[src/rtl/branch_resolve_unit.sv]
// Decode-stage branch resolver: carries the fetch-stage prediction into decode, resolves B/BR,
// drives the predictor update bus and fetch redirect, and keeps saturating branch statistics.
module branch_resolve_unit #(
    parameter int CNT_W = 16
) (
    input  logic             clk,
    input  logic             rst,
    input  logic             stall_IF_ID,
    input  logic             pred_taken_IF,
    input  logic [15:0]      pred_target_IF,
    input  logic             instr_valid_IF,
    input  logic [15:0]      instr_ID,
    input  logic [15:0]      pc_next_ID,
    input  logic [15:0]      rs_data_ID,
    input  logic [2:0]       flags_ZVN,
    input  logic             flags_pending,
    output logic             was_branch,
    output logic             actual_taken,
    output logic [15:0]      actual_target,
    output logic             branch_mispredicted,
    output logic             redirect_en,
    output logic [15:0]      redirect_pc,
    output logic             flush_IF_ID,
    output logic             stall_req,
    output logic [CNT_W-1:0] branch_count,
    output logic [CNT_W-1:0] mispred_count,
    output logic [1:0]       dbg_state
);

    // dbg_state encoding: 0 = RUN, 1 = WAIT_F, 2 = FLUSH
    typedef enum logic [1:0] {
        RUN    = 2'd0,
        WAIT_F = 2'd1,
        FLUSH  = 2'd2
    } state_t;

    state_t           state_q, state_d;
    logic             pred_taken_q, pred_taken_d;
    logic [15:0]      pred_target_q, pred_target_d;
    logic             valid_q, valid_d;
    logic             resolved_q, resolved_d;
    logic [CNT_W-1:0] branch_cnt_q, branch_cnt_d;
    logic [CNT_W-1:0] mispred_cnt_q, mispred_cnt_d;

    logic [3:0]  opcode;
    logic [2:0]  ccc;
    logic        flag_z, flag_v, flag_n;
    logic        is_br_reg;
    logic        is_branch;
    logic [15:0] b_offset;
    logic [15:0] target;
    logic        cond_true;
    logic        mispred;
    logic        resolve;
    logic        stall_c;
    logic        mis_fire;
    logic        load_en;

    assign opcode    = instr_ID[15:12];
    assign ccc       = instr_ID[11:9];
    assign {flag_z, flag_v, flag_n} = flags_ZVN;
    assign is_br_reg = (opcode == 4'b1101);
    assign is_branch = valid_q & ((opcode == 4'b1100) | is_br_reg);
    assign b_offset  = {{6{instr_ID[8]}}, instr_ID[8:0], 1'b0};
    assign target    = is_br_reg ? rs_data_ID : (pc_next_ID + b_offset);

    always_comb begin
        cond_true = 1'b0;
        case (ccc)
            3'b000:  cond_true = ~flag_z;
            3'b001:  cond_true = flag_z;
            3'b010:  cond_true = ~flag_z & ~flag_n;
            3'b011:  cond_true = flag_n;
            3'b100:  cond_true = flag_z | (~flag_z & ~flag_n);
            3'b101:  cond_true = flag_n | flag_z;
            3'b110:  cond_true = flag_v;
            default: cond_true = 1'b1;
        endcase
    end

    // A target mismatch only matters when both sides agree the branch is taken.
    assign mispred = (pred_taken_q != cond_true)
                   | (pred_taken_q & cond_true & (pred_target_q != target));

    always_comb begin
        state_d = state_q;
        resolve = 1'b0;
        stall_c = 1'b0;
        case (state_q)
            RUN: begin
                if (is_branch && !resolved_q) begin
                    if (flags_pending && (ccc != 3'b111)) begin
                        stall_c = 1'b1;
                        state_d = WAIT_F;
                    end else begin
                        resolve = 1'b1;
                        if (mispred) state_d = FLUSH;
                    end
                end
            end
            WAIT_F: begin
                if (flags_pending) begin
                    stall_c = 1'b1;
                end else begin
                    resolve = 1'b1;
                    state_d = mispred ? FLUSH : RUN;
                end
            end
            FLUSH:   state_d = RUN;
            default: state_d = RUN;
        endcase
    end

    assign mis_fire = resolve & mispred;
    // Flush overrides both stall sources so the wrong-path slot is always killed.
    assign load_en  = mis_fire | ~(stall_IF_ID | stall_c);

    always_comb begin
        pred_taken_d  = pred_taken_q;
        pred_target_d = pred_target_q;
        valid_d       = valid_q;
        resolved_d    = resolved_q;
        branch_cnt_d  = branch_cnt_q;
        mispred_cnt_d = mispred_cnt_q;
        if (mis_fire) begin
            pred_taken_d  = 1'b0;
            pred_target_d = 16'h0000;
            valid_d       = 1'b0;
        end else if (load_en) begin
            pred_taken_d  = pred_taken_IF;
            pred_target_d = pred_target_IF;
            valid_d       = instr_valid_IF;
        end
        if (load_en)      resolved_d = 1'b0;
        else if (resolve) resolved_d = 1'b1;
        if (resolve && !(&branch_cnt_q))   branch_cnt_d  = branch_cnt_q + CNT_W'(1);
        if (mis_fire && !(&mispred_cnt_q)) mispred_cnt_d = mispred_cnt_q + CNT_W'(1);
    end

    always_ff @(posedge clk) begin
        if (rst) begin
            state_q       <= RUN;
            pred_taken_q  <= 1'b0;
            pred_target_q <= 16'h0000;
            valid_q       <= 1'b0;
            resolved_q    <= 1'b0;
            branch_cnt_q  <= '0;
            mispred_cnt_q <= '0;
        end else begin
            state_q       <= state_d;
            pred_taken_q  <= pred_taken_d;
            pred_target_q <= pred_target_d;
            valid_q       <= valid_d;
            resolved_q    <= resolved_d;
            branch_cnt_q  <= branch_cnt_d;
            mispred_cnt_q <= mispred_cnt_d;
        end
    end

    // Outputs are forced quiet while rst is high so nothing leaks from a pre-reset state.
    assign was_branch          = ~rst & resolve;
    assign actual_taken        = ~rst & resolve & cond_true;
    assign actual_target       = (~rst & resolve) ? target : 16'h0000;
    assign branch_mispredicted = ~rst & mis_fire;
    assign redirect_en         = ~rst & mis_fire;
    assign flush_IF_ID         = ~rst & mis_fire;
    assign redirect_pc         = (~rst & mis_fire) ? (cond_true ? target : pc_next_ID) : 16'h0000;
    assign stall_req           = ~rst & stall_c;
    assign branch_count        = rst ? '0 : branch_cnt_q;
    assign mispred_count       = rst ? '0 : mispred_cnt_q;
    assign dbg_state           = rst ? RUN : state_q;

endmodule

[config.mk]
export PLATFORM = sky130hd
export DESIGN_NAME = branch_resolve_unit
export DESIGN_NICKNAME = d
export VERILOG_FILES = /design/src/rtl/branch_resolve_unit.sv
export SDC_FILE = /design/constraint.sdc
export NUM_CORES = 1
export LEC_CHECK = 0
export CAP_MARGIN = 25
export CORE_UTILIZATION = 48
export CTS_CLUSTER_SIZE = 12
export DETAILED_ROUTE_END_ITERATION = 7
export GPL_ROUTABILITY_DRIVEN = 0
export PLACE_DENSITY = 0.91
export SETUP_SLACK_MARGIN = 0.3
export SLEW_MARGIN = 20
export SYNTH_ARGS = -nofsm -noshare
export SYNTH_HDL_FRONTEND = slang
export SYNTH_SLANG_ARGS = --single-unit
[constraint.sdc]
create_clock -name clk -period 5.6 [get_ports clk]
set_clock_uncertainty 0.05 [all_clocks]
set_input_delay 1.12 -clock clk [delete_from_list [all_inputs] [get_ports clk]]
set_output_delay 1.12 -clock clk [all_outputs]
set_load 0.02 [all_outputs]
==> summary.md <==
Port buffering added 144 buffers. The minimum clock period after layout came out at 5.58 ns. The critical path class is in -> out. Summed over all instances, the cell type with the most area after synthesis is dfxtp_1.

For this run, the number of standard cells in the final layout without fillers is 944. The logs give 5 for the CTS buffer count and 46.8% for the max-slew headroom at the worst pin. Initial antenna violation count: 0.

Across the run, the number of max-cap violations was 0. The path class of the tightest hold or removal check is reg -> reg. Hold repair after CTS inserted 0 buffers. The number of buffers and inverters on the critical path is 6.

Dividing the detail-routed wire length by the instance count gives 21.5 um. Synthesis inferred 53 register bits. The count of routing violations after the opening detailed-route iteration was 514. 145 I/O pins were placed. The repair_antennas step left the layout with diodes totalling 0.

The die boundary height was 100 um. After detailed routing, the number of remaining DRC violations is 0. Along the worst path, the maximum fanout reaches 6.

The flow ran to the end, and the final reports show no timing, DRC or antenna violations. The finished cells cover 7430 um2. Including well taps, the total number of placed cells is 913.

After global routing the overflow that remains totals 0. For the worst-skew pair, the clock arrives at the later sink with an insertion delay of 0.31 ns. The placed instances occupy a cell area of 6720 um2. The arrival time at the worst endpoint is 4.41 ns. In this run the remaining antenna-violating nets after routing total 0. After detailed routing, the total wire length is 20.3 mm. After clock tree synthesis, the clock-pin slew on the worst setup and hold paths is 0.09 ns.

Counting flops with an async set or reset pin after synthesis yields a share of 0%. For the routed via count, the log shows 6,103. The number of global-route vias before repair is 5,761. The tools report the startpoint kind of the worst setup timing path as a primary input. The cell with the largest stage delay on the worst path was or3_1.

From synthesis to final layout, the design area changed by 61.2%. Leaving out fill and tap cells, the most frequent cell in the layout is buf_4. The via-per-instance ratio works out to 6.47.

The signal on the critical path passes through dlygate4sd2_1, ha_4, nand2_2, a211oi_4, buf_6, o211a_2, or3_1, o21ai_2, nor4_4, and4bb_1, or3_4, buf_12, buf_16, buf_4, nor2_4, buf_6. The die covers 9990 um2. Cells fill 80.0% of the core in the end. In the layout the commonest cells are 95 x buf_4, 92 x clkdlybuf4s50_1, 89 x nor2_1, 53 x dfxtp_1, 33 x nand2_1. Setup repair after global routing could not meet its margin everywhere. The clock passes through at most 2 buffers. The final hold violation count was 0; the power per unit of standard cell area was 152 nW/um2.

Adding up every negative setup slack in the final design gives 0 ns. The first-pass GRT wire length came out at 27.6 mm. The leakage power total is 2.97 nW. Across every metal layer, demand over resource in global routing totals 34.5%. The logs give 694 for the post-synthesis net count and 2 for the depth of the CTS H-tree.

Share of synthesized area occupied by flip-flops and latches: 23.0%. For the worst setup path, the data required time is 4.43 ns. Dividing the synthesized area by the synthesized cell count gives 7.64 um2.

The worst path uses 99.7% of the clock period. The tools report the nature of the critical path endpoint as an output port. After synthesis, the largest area contributor takes up 23.0% of total cell area.

The peak supply drop came out at 0.0986 mV. The most used flip-flop cell after synthesis is dfxtp_1. The floorplan has 35 rows.

For the count of final setup violators, the log shows 0. Grouping stages by cell kind, the critical path spends the most delay in simple AND/OR/NAND/NOR gates. The mapped netlist covers 4610 um2.

Based on the critical path, the design can be clocked at up to 179 MHz. Detailed placement ended at an HPWL of 12.0 mm. TritonCTS built the clock tree.

For the pin with the worst max-slew slack, the measured transition is 0.798 ns. The critical path's largest stage delay works out to 0.43 ns. The max-slew violation count was 0.

The die is 100 um wide. For the post-synthesis instance total, the log shows 603. The iteration count of the initial detailed-routing pass was 6. The most numerous cell type found on the critical path is buf_6. Entering global routing, the biggest net connects 63 pins. The clock net in this run drives a total of 53 sinks.

The tools report the warning count from the yosys run as 0. Cells with a size suffix above 1 make up 28.7% of the layout. The area of the placeable core is 9280 um2. Total design power: 1.13 mW.

The tools report the layout net count as 905. By area the synthesized netlist is led by dfxtp_1 23%, nor2_1 7.7%, mux2i_1 5.9%, ha_1 4.6%, nor2b_1 4.3%. For this configuration, the core starts out at a cell density of 49.6%. The number of different library cells used by synthesis comes to 71. The library cell used as clock root buffer was clkbuf_8. The layout has 548 filler cells. The number of flops mapped to enable cells by yosys is 0.
[report_power, final]
part | leakage (nW) | total (mW) | internal (mW) | switching, mW
clock | 0.0450 | 0.211 | 0.0870 | 0.124
combinational | 2.50 | 0.519 | 0.240 | 0.279
sequential | 0.430 | 0.395 | 0.385 | 0.0102
total | 2.97 | 1.13 | 0.712 | 0.414
[state kept, by name, summed over array words and instances, names as in the netlist]
name           count
resolved_q         1
mispred_cnt_q     16
state_q            2
branch_cnt_q      16
valid_q            1
pred_taken_q       1
pred_target_q     16
[metal layers]
metal | up-vias | part of all wire, % | global-route usage [%]
li1 | 2609 | - | -
met1 | 2819 | 34 | 39.1
met2 | 507 | 47 | 61.7
met3 | 168 | 11 | 6.06
met4 | 0 | 8.1 | 18.2
met5 | - | 0 | 0
[what timing repair did]
action,4_1_cts,5_1_grt
gates cloned,1,0
pin swaps,43,22
gates resized for setup,218,57
setup buffers,15,7
setup endpoints to repair,23,19
[worst register-to-register path, cell delays in order (launching register included)]
cell	delay, ns
dfxtp_1	0.44
nand2b_1	0.20
a21oi_1	0.17
a2111oi_4	0.40
o21ai_1	0.13
or4_4	0.52
nor4_4	0.23
and4bb_1	0.26
buf_4	0.11
buf_4	0.08
buf_4	0.25
or4_1	0.18
mux2_1	0.31
[per-stage QoR]
step | worst slack (ns) | hold WS [ns]
6_report | 0.0158 | 0.463
4_1_cts | 0.169 | 0.460
3_5_place_dp | -0.733 | 0.444
3_3_place_gp | -0.614 | 0.410
5_1_grt | -0.121 | 0.480
2_1_floorplan | 0.321 | 0.402
[cells in the mapped netlist, types with 5 or more instances]
master / number
buf_6: 6
nor4_1: 5
a211oi_1: 12
and2_1: 10
clkbuf_1: 16
nand4_1: 11
xor2_1: 9
nor2_1: 95
mux2i_1: 27
mux2_4: 5
and3_1: 8
nor3_1: 9
or3_1: 14
buf_2: 8
xnor2_1: 17
a21oi_1: 28
nor2b_1: 32
or4_1: 10
nand2b_1: 7
dfxtp_1: 53
and4_1: 6
o21ai_0: 12
inv_1: 14
a31oi_1: 5
nand3_1: 28
o31ai_1: 6
o211ai_1: 7
o21ai_1: 6
buf_4: 5
ha_1: 17
nand2_1: 36
a21o_1: 11
[final cells by class]
class	count	area (um2)	area share [%]
sequential	53	1060	14.3
clock buffer	6	72.6	0.977
tap	129	161	2.17
timing repair buffer	241	2190	29.5
inverter	17	66.3	0.893
multi-input combinational	496	3860	52.0
clock inverter	2	10.0	0.135
[path summary, 6_finish.rpt]
check,cells after the start,startpoint,to,slack [ns]
setup / recovery,16,pc_next_ID[6],redirect_pc[15],0.02
hold / removal,2,branch_cnt_q[1]$_SDFFE_PP0P_,branch_cnt_q[1]$_SDFFE_PP0P_,0.46
setup reg to reg,12,pred_target_q[0]$_SDFFE_PP0P_,mispred_cnt_q[7]$_SDFFE_PP0P_,2.14
hold reg to reg,2,branch_cnt_q[1]$_SDFFE_PP0P_,branch_cnt_q[1]$_SDFFE_PP0P_,0.46
[kinds of logic (layout without fill, tap and decap cells)]
kind of cell,after synthesis,after routing,synth area share [%]
simple gates,288,288,32.4
compound gates,129,129,20.3
buf+inv,54,266,6.00
flops,53,53,23.0
mux,35,35,8.23
xor+xnor,26,26,4.94
fa+ha+maj,18,18,5.05
Note: power is estimated with default switching activity, not from simulation.
